File: src/rtl/stopwatch_time_core.sv
// Stopwatch MM:SS time core: four BCD digits with run/pause/adjust and a 7-segment encode.
// Latency: count updates on the edge that samples a qualifying tick; segments follow one edge later.
// Backpressure: none; ticks and pause pulses are single-cycle enables that are never stalled.
//
// Ports:
//   clk_fast, rst            - block clock, asynchronous active-high reset
//   tick_run, tick_adj       - 1 Hz run enable, 2 Hz adjust enable (one cycle wide)
//   adj, sel                 - adjust mode level; field select (1 = seconds, 0 = minutes)
//   pause_pulse              - toggles the pause state
//   c_0..c_3                 - active-low segments {g,f,e,d,c,b,a}: s_one, s_ten, m_one, m_ten
//   paused, wrap             - pause state; one-cycle pulse on the 59:59 -> 00:00 run rollover
//
// Build option: define STOPWATCH_LEADING_BLANK_EN to blank c_3 whenever the minutes-tens digit is 0.
module stopwatch_time_core (
  input  logic       clk_fast,
  input  logic       rst,
  input  logic       tick_run,
  input  logic       tick_adj,
  input  logic       adj,
  input  logic       sel,
  input  logic       pause_pulse,
  output logic [6:0] c_0,
  output logic [6:0] c_1,
  output logic [6:0] c_2,
  output logic [6:0] c_3,
  output logic       paused,
  output logic       wrap
);

  localparam logic [6:0] SEG_BLANK = 7'b1111111;
  localparam logic [6:0] SEG_ZERO  = 7'b1000000;

`ifdef STOPWATCH_LEADING_BLANK_EN
  localparam logic [6:0] C3_RST = SEG_BLANK;
`else
  localparam logic [6:0] C3_RST = SEG_ZERO;
`endif

  logic [3:0] s_one_q, s_one_d;
  logic [2:0] s_ten_q, s_ten_d;
  logic [3:0] m_one_q, m_one_d;
  logic [2:0] m_ten_q, m_ten_d;
  logic       paused_q, paused_d;
  logic       wrap_q, wrap_d;
  logic [6:0] c_0_q, c_0_d;
  logic [6:0] c_1_q, c_1_d;
  logic [6:0] c_2_q, c_2_d;
  logic [6:0] c_3_q, c_3_d;

  logic run_en;
  logic adj_en;

  // Ticks are qualified by the pre-toggle pause state, so a tick coincident
  // with pause_pulse still acts under the old state.
  assign run_en = ~adj & ~paused_q & tick_run;
  assign adj_en = adj & tick_adj;

  function automatic logic [6:0] seg_enc(input logic [3:0] digit);
    logic [6:0] seg;
    case (digit)
      4'd0:    seg = 7'b1000000;
      4'd1:    seg = 7'b1111001;
      4'd2:    seg = 7'b0100100;
      4'd3:    seg = 7'b0110000;
      4'd4:    seg = 7'b0011001;
      4'd5:    seg = 7'b0010010;
      4'd6:    seg = 7'b0000010;
      4'd7:    seg = 7'b1111000;
      4'd8:    seg = 7'b0000000;
      4'd9:    seg = 7'b0010000;
      default: seg = SEG_BLANK;
    endcase
    return seg;
  endfunction

  always_comb begin
    s_one_d  = s_one_q;
    s_ten_d  = s_ten_q;
    m_one_d  = m_one_q;
    m_ten_d  = m_ten_q;
    paused_d = paused_q ^ pause_pulse;
    wrap_d   = 1'b0;

    if (run_en) begin
      // Ripple carry through the four digits; only the full rollover pulses wrap.
      if (s_one_q == 4'd9) begin
        s_one_d = 4'd0;
        if (s_ten_q == 3'd5) begin
          s_ten_d = 3'd0;
          if (m_one_q == 4'd9) begin
            m_one_d = 4'd0;
            if (m_ten_q == 3'd5) begin
              m_ten_d = 3'd0;
              wrap_d  = 1'b1;
            end else begin
              m_ten_d = m_ten_q + 3'd1;
            end
          end else begin
            m_one_d = m_one_q + 4'd1;
          end
        end else begin
          s_ten_d = s_ten_q + 3'd1;
        end
      end else begin
        s_one_d = s_one_q + 4'd1;
      end
    end else if (adj_en) begin
      // Adjust wraps the selected 00-59 pair in place, never carrying across fields.
      if (sel) begin
        if (s_one_q == 4'd9) begin
          s_one_d = 4'd0;
          s_ten_d = (s_ten_q == 3'd5) ? 3'd0 : s_ten_q + 3'd1;
        end else begin
          s_one_d = s_one_q + 4'd1;
        end
      end else begin
        if (m_one_q == 4'd9) begin
          m_one_d = 4'd0;
          m_ten_d = (m_ten_q == 3'd5) ? 3'd0 : m_ten_q + 3'd1;
        end else begin
          m_one_d = m_one_q + 4'd1;
        end
      end
    end

    // Segments are encoded from the registered count, landing one edge after it.
    c_0_d = seg_enc(s_one_q);
    c_1_d = seg_enc({1'b0, s_ten_q});
    c_2_d = seg_enc(m_one_q);
`ifdef STOPWATCH_LEADING_BLANK_EN
    c_3_d = (m_ten_q == 3'd0) ? SEG_BLANK : seg_enc({1'b0, m_ten_q});
`else
    c_3_d = seg_enc({1'b0, m_ten_q});
`endif
  end

  always_ff @(posedge clk_fast or posedge rst) begin
    if (rst) begin
      s_one_q  <= 4'd0;
      s_ten_q  <= 3'd0;
      m_one_q  <= 4'd0;
      m_ten_q  <= 3'd0;
      paused_q <= 1'b0;
      wrap_q   <= 1'b0;
      c_0_q    <= SEG_ZERO;
      c_1_q    <= SEG_ZERO;
      c_2_q    <= SEG_ZERO;
      c_3_q    <= C3_RST;
    end else begin
      s_one_q  <= s_one_d;
      s_ten_q  <= s_ten_d;
      m_one_q  <= m_one_d;
      m_ten_q  <= m_ten_d;
      paused_q <= paused_d;
      wrap_q   <= wrap_d;
      c_0_q    <= c_0_d;
      c_1_q    <= c_1_d;
      c_2_q    <= c_2_d;
      c_3_q    <= c_3_d;
    end
  end

  assign c_0    = c_0_q;
  assign c_1    = c_1_q;
  assign c_2    = c_2_q;
  assign c_3    = c_3_q;
  assign paused = paused_q;
  assign wrap   = wrap_q;

endmodule

File: config.mk
export PLATFORM = sky130hd
export DESIGN_NAME = stopwatch_time_core
export DESIGN_NICKNAME = d
export VERILOG_FILES = /design/src/rtl/stopwatch_time_core.sv
export SDC_FILE = /design/constraint.sdc
export NUM_CORES = 1
export LEC_CHECK = 0
export CAP_MARGIN = 20
export CORE_MARGIN = 2
export CORE_UTILIZATION = 55
export DETAILED_ROUTE_END_ITERATION = 7
export PLACE_DENSITY_LB_ADDON = 0.08
export SLEW_MARGIN = 30
export SYNTH_ARGS = -nofsm -noshare
export SYNTH_HDL_FRONTEND = slang
export SYNTH_SLANG_ARGS = --single-unit
File: constraint.sdc
create_clock -name clk_fast -period 5.05 [get_ports clk_fast]
set_input_delay 0.7575 -clock clk_fast [delete_from_list [all_inputs] [get_ports clk_fast]]
set_output_delay 0.7575 -clock clk_fast [all_outputs]
set_load 0.02 [all_outputs]
==> impl_metrics.csv, run 1 <==
group,metric,value,unit
run_status,run_status,"complete, no violations",
synth,area_share_of_the_largest_cell_type_after_synthesis,0.4566,
routing,drt_iter0_drc,96,
synth,combinational_family_with_the_most_area_after_synthesis,"simple AND/OR/NAND/NOR gates",
placed_design,port-buffer-count,36,
finish,final_util,0.7089,
synth,synth-compound-area-share,0.1421,
synth,synthDistinctLibCells,39,
clocking,clock-root-buffer,"sky130_fd_sc_hd__clkbuf_8",
routing,via_per_instance_ratio,5.274,
finish,growth_of_design_area_from_synthesis_to_finish,21.06,%
sta,final.setup.tns,0,ns
power_and_ir_drop,max_vdd_drop,0.3821,mV
finish,num_antenna_cells,0,
sta,timing.final.crit_share,0.4353,
placed_design,number_of_placed_instances_taps_included,292,
power_and_ir_drop,total_leakage_power,1.193,nW
sta,maximum_achievable_frequency,454.9,MHz
sta,grt_setup_unrepaired,"false",
synth,synth_simple_gate_area_share,0.1587,
setup_path,timing.critical_path.buf_inv,1,
global_route,grt_pass1_vias,1496,
placed_design,gp_congestion,0.8337,
synth,postSynth.asyncResetShare,1.000,
synth,yosys.area_share.xor_xnor,0.003995,
global_route,overall_fraction_of_global_route_tracks_in_use,0.1927,
finish,layout-drive-gt1-share,0.08367,
routing,first_pass_iters,4,
routing,remaining_antenna_violation_count_after_routing,0,
synth,synth_cell_area,2192,um2
setup_path,crit_path_start_kind,"primary input",
sta,smallest_hold_slack,0.5576,ns
synth,netlist_top_cells_area,"sky130_fd_sc_hd__dfrtp_1 46%, sky130_fd_sc_hd__ha_1 13%, sky130_fd_sc_hd__o21ai_0 5.7%",
clocking,clkSlewWorstSetupHoldPaths,0.08,ns
floorplan,dieHeight,67.13,um
synth,synthDominantAreaCellType,"sky130_fd_sc_hd__dfrtp_1",
setup_path,arrival,2.38,ns
setup_path,critical_path.max_fanout,12,
global_route,first_pass_grt_wire_length,6.410,mm
sta,timing_worst_slew_pin_value,0.5327,ns
setup_path,path_class,"primary input to register",
setup_path,cp_cell_sequence,"clkdlybuf4s50_1 -> nor3b_4 -> a41oi_4 -> nor2_1 -> mux2_2",
routing,routed_wire_length_per_instance,12.38,um
sta,final_period_minus_worst_setup_slack,2.198,ns
clocking,hold_buffers,0,
global_route,grt_start_max_net_pins,45,
synth,post_synthesis_sequential_element_count,44,
clocking,tritoncts,"built",
run,drv_cap,0,
floorplan,placementRows,22,
power_and_ir_drop,p_total,1.702,mW
synth,synthMostInstantiatedCell,"sky130_fd_sc_hd__dfrtp_1",
global_route,globalRoute.totalOverflow,0,
finish,fill_cell_total_of_the_finished_layout,306,
power_and_ir_drop,power_per_cell_area,641.2,nW/um2
setup_path,worst_path_max_delay_cell,"sky130_fd_sc_hd__clkdlybuf4s50_1",
synth,synth_area_per_cell,10.20,um2
synth,synth.yosys.seq_area_share,0.5046,
global_route,grt_antenna_before_repair,0,
clocking,postCtsSetupBuffers,0,
clocking,ctsResizeCount,0,
min_path,min-delay-path-class,"register to register",
clocking,numCtsBuffers,5,
finish,nets,280,
floorplan,floorplan.core_area,3744,um2
sta,setup_viol,0,
floorplan,die_w,67.13,um
synth,synth_enable_flop_cells,0,
floorplan,initial_utilization,0.5856,
synth,synth.area.mux_share,0.01941,
setup_path,cp.required,5.23,ns
routing,residual_drc_count,0,
routing,routed_wirelength,3.702,mm
clocking,clock_sink_count,44,
setup_path,critical_path.top_delay_family,"simple AND/OR/NAND/NOR gates",
sta,max_clock_skew,0.007101,ns
clocking,insertion_delay,0.29,ns
synth,netlist_top_cells_count,"40 x sky130_fd_sc_hd__dfrtp_1, 30 x sky130_fd_sc_hd__nand2_1, 25 x sky130_fd_sc_hd__o21ai_0, 23 x sky130_fd_sc_hd__nor2_1, 22 x sky130_fd_sc_hd__ha_1",
synth,postSynth.topFlopCell,"sky130_fd_sc_hd__dfrtp_1",
routing,route.vias.total,1577,
finish,final_cell_count_no_fill,299,
synth,synth.yosys.warnings,0,
clocking,cts_buffer_depth,2,
placed_design,place.detailed.hpwl,2.616,mm
floorplan,floorplan.die_area,4506,um2
setup_path,critPathMaxStageDelay,0.47,ns
sta,finalHoldViolations,0,
synth,postSynthCellCount,215,
setup_path,critPathCaptureType,"register",
sta,timing.slew.headroom,0.6448,
synth,synthAdderAreaFrac,0.1256,
setup_path,r2r_setup_slack,3.05,ns
clocking,h_tree_level_count,2,
synth,syn-num-nets,244,
floorplan,io_pins,37,
sta,final-max-slew-violation-count,0,
-- worst reg2reg max path: stages (launching register included) --
cell and delay (ns):
sky130_fd_sc_hd__dfrtp_1 0.47, sky130_fd_sc_hd__inv_1 0.14, sky130_fd_sc_hd__ha_1 0.23, sky130_fd_sc_hd__and3b_4 0.22
sky130_fd_sc_hd__a41oi_4 0.42, sky130_fd_sc_hd__nor2_1 0.13, sky130_fd_sc_hd__mux2_2 0.28
-- logic make-up (layout without fill, tap and decap cells) --
logic type | after synthesis | count (layout)
simple gates | 74 | 74
compound gates | 47 | 47
flops | 44 | 44
buf+inv | 23 | 59
fa+ha+maj | 22 | 22
mux | 4 | 4
xor+xnor | 1 | 1
-- metrics by stage --
step	setup WS (ns)	instance area (um2)
final	2.852	2654
after global routing	2.759	2654
after CTS	2.850	2654
after detailed placement	2.536	2576
after global placement	2.582	2576
after floorplan	3.266	2192
-- sequential cells by signal, indices dropped and copies added, names as in the netlist --
name / cells
c_0: 7
c_1: 7
c_2: 7
c_3: 7
m_one_q: 4
m_ten_q: 3
paused: 1
s_one_q: 4
s_ten_q: 3
wrap: 1
-- layer usage --
metal  routed length, um  GRT usage  up-vias
li1                    -          -      787
met1                1696     0.2248      750
met2                1786     0.3292       36
met3                 172    0.06167        4
met4                  46    0.07653        0
met5                   0          0        -
-- cell usage in the layout (no fill, tap or decap), types with 2 or more instances in the layout --
master                            count
sky130_fd_sc_hd__dfrtp_1             40
sky130_fd_sc_hd__clkdlybuf4s50_1     36
sky130_fd_sc_hd__nand2_1             30
sky130_fd_sc_hd__o21ai_0             25
sky130_fd_sc_hd__nor2_1              23
sky130_fd_sc_hd__ha_1                22
sky130_fd_sc_hd__inv_1               14
sky130_fd_sc_hd__a21oi_1             10
sky130_fd_sc_hd__clkbuf_8             5
sky130_fd_sc_hd__dfstp_2              4
sky130_fd_sc_hd__nand3_1              3
sky130_fd_sc_hd__a31oi_1              3
sky130_fd_sc_hd__o41ai_2              2
sky130_fd_sc_hd__or2_2                2
sky130_fd_sc_hd__mux2i_1              2
sky130_fd_sc_hd__and2_1               2
sky130_fd_sc_hd__mux2_2               2
sky130_fd_sc_hd__nor2b_1              2
sky130_fd_sc_hd__nand2b_1             2
sky130_fd_sc_hd__or3_1                2
-- layout make-up --
cell class,count,area [um2],area share
Sequential cell,44,1106,0.4168
Multi-Input combinational cell,148,985.9,0.3715
Timing Repair Buffer,37,367.9,0.1386
Clock buffer,6,72.57,0.02735
Tap cell,48,60.06,0.02263
Inverter,15,56.30,0.02122
Clock inverter,1,5.005,0.001886
-- power by group --
group	leakage [nW]	total (mW)	internal [mW]	switching (mW)
registers	0.528	0.667	0.524	0.143
clock network	0.0410	0.207	0.0941	0.112
logic	0.625	0.828	0.375	0.453
total	1.19	1.70	0.993	0.708
-- worst paths after layout --
path / depth (start not counted) / startpoint / to
worst max-delay path: 5 / adj / m_ten_q[1]
worst min-delay path: 1 / m_ten_q[1] / c_3[6]
worst min register to register: 1 / m_ten_q[1] / c_3[6]
worst max register to register: 6 / s_one_q[1] / m_ten_q[1]
min in group asynchronous: 3 / rst / c_3[5]
max in group asynchronous: 3 / rst / c_0[6]
No activity file was read; power rests on OpenSTA's default activity.
==> run 2, diff against run 1 <==
Settings changed: CORE_UTILIZATION 55 to 47.
Clock period 5.05 ns to 2 ns, I/O delays scaled along.
==> impl_metrics.csv, run 2 (synthesis results as in run 1) <==
group,metric,value,unit
floorplan,floorplan.core_area,4414,um2
setup_path,worstRegToRegCells,6,
setup_path,critPathCaptureType,"register",
routing,routed_wire_length_per_instance,12.14,um
power_and_ir_drop,total_leakage_power,1.265,nW
global_route,grt_start_max_net_pins,45,
finish,growth_of_design_area_from_synthesis_to_finish,26.60,%
global_route,overall_fraction_of_global_route_tracks_in_use,0.1605,
sta,final-max-slew-violation-count,0,
clocking,insertion_delay,0.30,ns
clocking,hold_buffers,0,
finish,nets,289,
floorplan,placementRows,24,
global_route,grt_pass1_vias,1449,
setup_path,arrival,1.98,ns
power_and_ir_drop,intPower,2.786,mW
placed_design,place.detailed.hpwl,2.737,mm
clocking,clock_sink_count,44,
clocking,clkSlewWorstSetupHoldPaths,0.09,ns
clocking,h_tree_level_count,2,
power_and_ir_drop,p_total,4.615,mW
sta,grt_setup_unrepaired,"false",
setup_path,worst_path_max_delay_cell,"sky130_fd_sc_hd__dfrtp_1",
sta,timing.final.crit_share,0.8983,
placed_design,port-buffer-count,36,
clocking,clock-root-buffer,"sky130_fd_sc_hd__clkbuf_8",
floorplan,dieHeight,72.30,um
routing,routed_wirelength,3.800,mm
floorplan,io_pins,37,
power_and_ir_drop,max_vdd_drop,0.8575,mV
clocking,postCtsSetupBuffers,0,
run_status,run_status,"complete, no violations",
clocking,tritoncts,"built",
setup_path,critPathMaxStageDelay,0.39,ns
sta,final.setup.tns,0,ns
sta,finalHoldViolations,0,
sta,maximum_achievable_frequency,556.6,MHz
finish,layout-drive-gt1-share,0.1226,
power_and_ir_drop,power_per_cell_area,1663,nW/um2
run,drv_cap,0,
setup_path,cp.required,2.18,ns
sta,setup_viol,0,
placed_design,gp_congestion,0.8332,
setup_path,crit_path_start_kind,"register",
clocking,cts_buffer_depth,2,
power_and_ir_drop,switching_share,0.3963,
finish,layout_common_cells,"40 x sky130_fd_sc_hd__dfrtp_1, 36 x sky130_fd_sc_hd__clkdlybuf4s50_1, 30 x sky130_fd_sc_hd__nand2_1",
setup_path,path_class,"register to register",
routing,route.vias.total,1589,
routing,via_per_instance_ratio,5.077,
setup_path,critical_path.max_fanout,5,
global_route,grt_antenna_before_repair,0,
finish,most_frequent_standard_cell_in_the_layout_excluding_fill_and_tap_cells,"sky130_fd_sc_hd__dfrtp_1",
floorplan,initial_utilization,0.4966,
power_and_ir_drop,net-switching-power,1.829,mW
power_and_ir_drop,share_clk_of_total_power,0.161,
global_route,globalRoute.totalOverflow,0,
setup_path,cp_cell_sequence,"inv_1 -> ha_1 -> nand2_1 -> or2_0 -> nor2_1 -> mux2_2",
sta,timing.slew.headroom,0.6444,
global_route,first_pass_grt_wire_length,6.534,mm
clocking,ctsResizeCount,0,
finish,num_antenna_cells,0,
sta,max_clock_skew,0.009706,ns
clocking,numCtsBuffers,5,
floorplan,die_w,72.30,um
sta,final_period_minus_worst_setup_slack,1.797,ns
routing,residual_drc_count,0,
sta,timing_worst_slew_pin_value,0.5334,ns
routing,remaining_antenna_violation_count_after_routing,0,
min_path,min-delay-path-class,"primary input to async pin",
power_and_ir_drop,pwr-share-seq,0.346,
floorplan,floorplan.die_area,5227,um2
routing,first_pass_iters,4,
power_and_ir_drop,combinationalPowerShare,0.493,
routing,drt_iter0_drc,54,
## run 2: changes by cell type in the layout (fill, tap and decap cells not counted)
cell / change
sky130_fd_sc_hd__clkbuf_8: +2
sky130_fd_sc_hd__clkbuf_1: -1
sky130_fd_sc_hd__inv_1: +1
sky130_fd_sc_hd__clkinv_1: -1
sky130_fd_sc_hd__bufinv_16: +1
sky130_fd_sc_hd__clkinv_2: -1
sky130_fd_sc_hd__buf_4: +9
## run 2: cell type report
type                            count  area (um2)
Clock buffer                        7       96.34
Sequential cell                    44        1106
Tap cell                           52       65.06
Inverter                           15       56.30
Clock inverter                      1       30.03
Timing Repair Buffer               46       435.4
Multi-Input combinational cell    148       985.9
Fill cell                         396        1639
## run 2: power by group through the flow
stage	clock, mW	combinational [mW]	sequential, mW
after global routing	0.794	2.55	1.64
after detailed placement	0	2.29	1.62
after floorplan	0	1.09	1.92
after global placement	0	2.26	1.61
after CTS	0.758	2.30	1.60
final	0.743	2.28	1.60
## run 2: worst max-delay path, delay by kind of cell (launching register included)
family / cells / cell delay (ns)
buf+inv: 1 / 0.14
simple gates: 3 / 0.59
mux: 1 / 0.36
flops: 1 / 0.39
fa+ha+maj: 1 / 0.20
## run 2: stage by stage
step	utilization	cell area [um2]	hold slack (ns)	instances	setup WS (ns)
final	0.6287	2775	0.4502	313	0.2034
after global routing	0.6287	2775	0.5193	313	0.04932
after CTS	0.6287	2775	0.4695	313	0.1964
after detailed placement	0.6001	2649	0.5334	305	0.08665
after global placement	0.6001	2649	0.5384	305	0.1141
after floorplan	-	2192	0.3871	215	0.3019
## run 2: worst paths after layout
| path | from | end | slack [ns] |
|---|---|---|---|
| worst max-delay path | m_one_q[1] | m_ten_q[1] | 0.20 |
| worst max register to register | m_one_q[1] | m_ten_q[1] | 0.20 |
| worst min register to register | m_ten_q[1] | c_3[6] | 0.55 |
| min in group clk_fast | m_ten_q[1] | c_3[6] | 0.55 |
| max in group asynchronous | rst | c_1[6] | 1.18 |
| worst min-delay path | rst | m_one_q[3] | 0.45 |
## run 2: layer usage
metal  GRT usage  share of wire  vias to the layer above  wire length, um
li1            -              -                      808                -
met1      0.2127           0.48                      732             1830
met2      0.2497           0.45                       42             1717
met3     0.05000          0.052                        7              198
met4     0.05660          0.014                        0               53
met5           0              0                        -                0
==> run 3, diff against run 2 <==
Settings changed: CTS_CLUSTER_DIAMETER from default to 50.
==> results of run 3 <==
No change in the layout: final DEF, timing and power equal those of run 2.
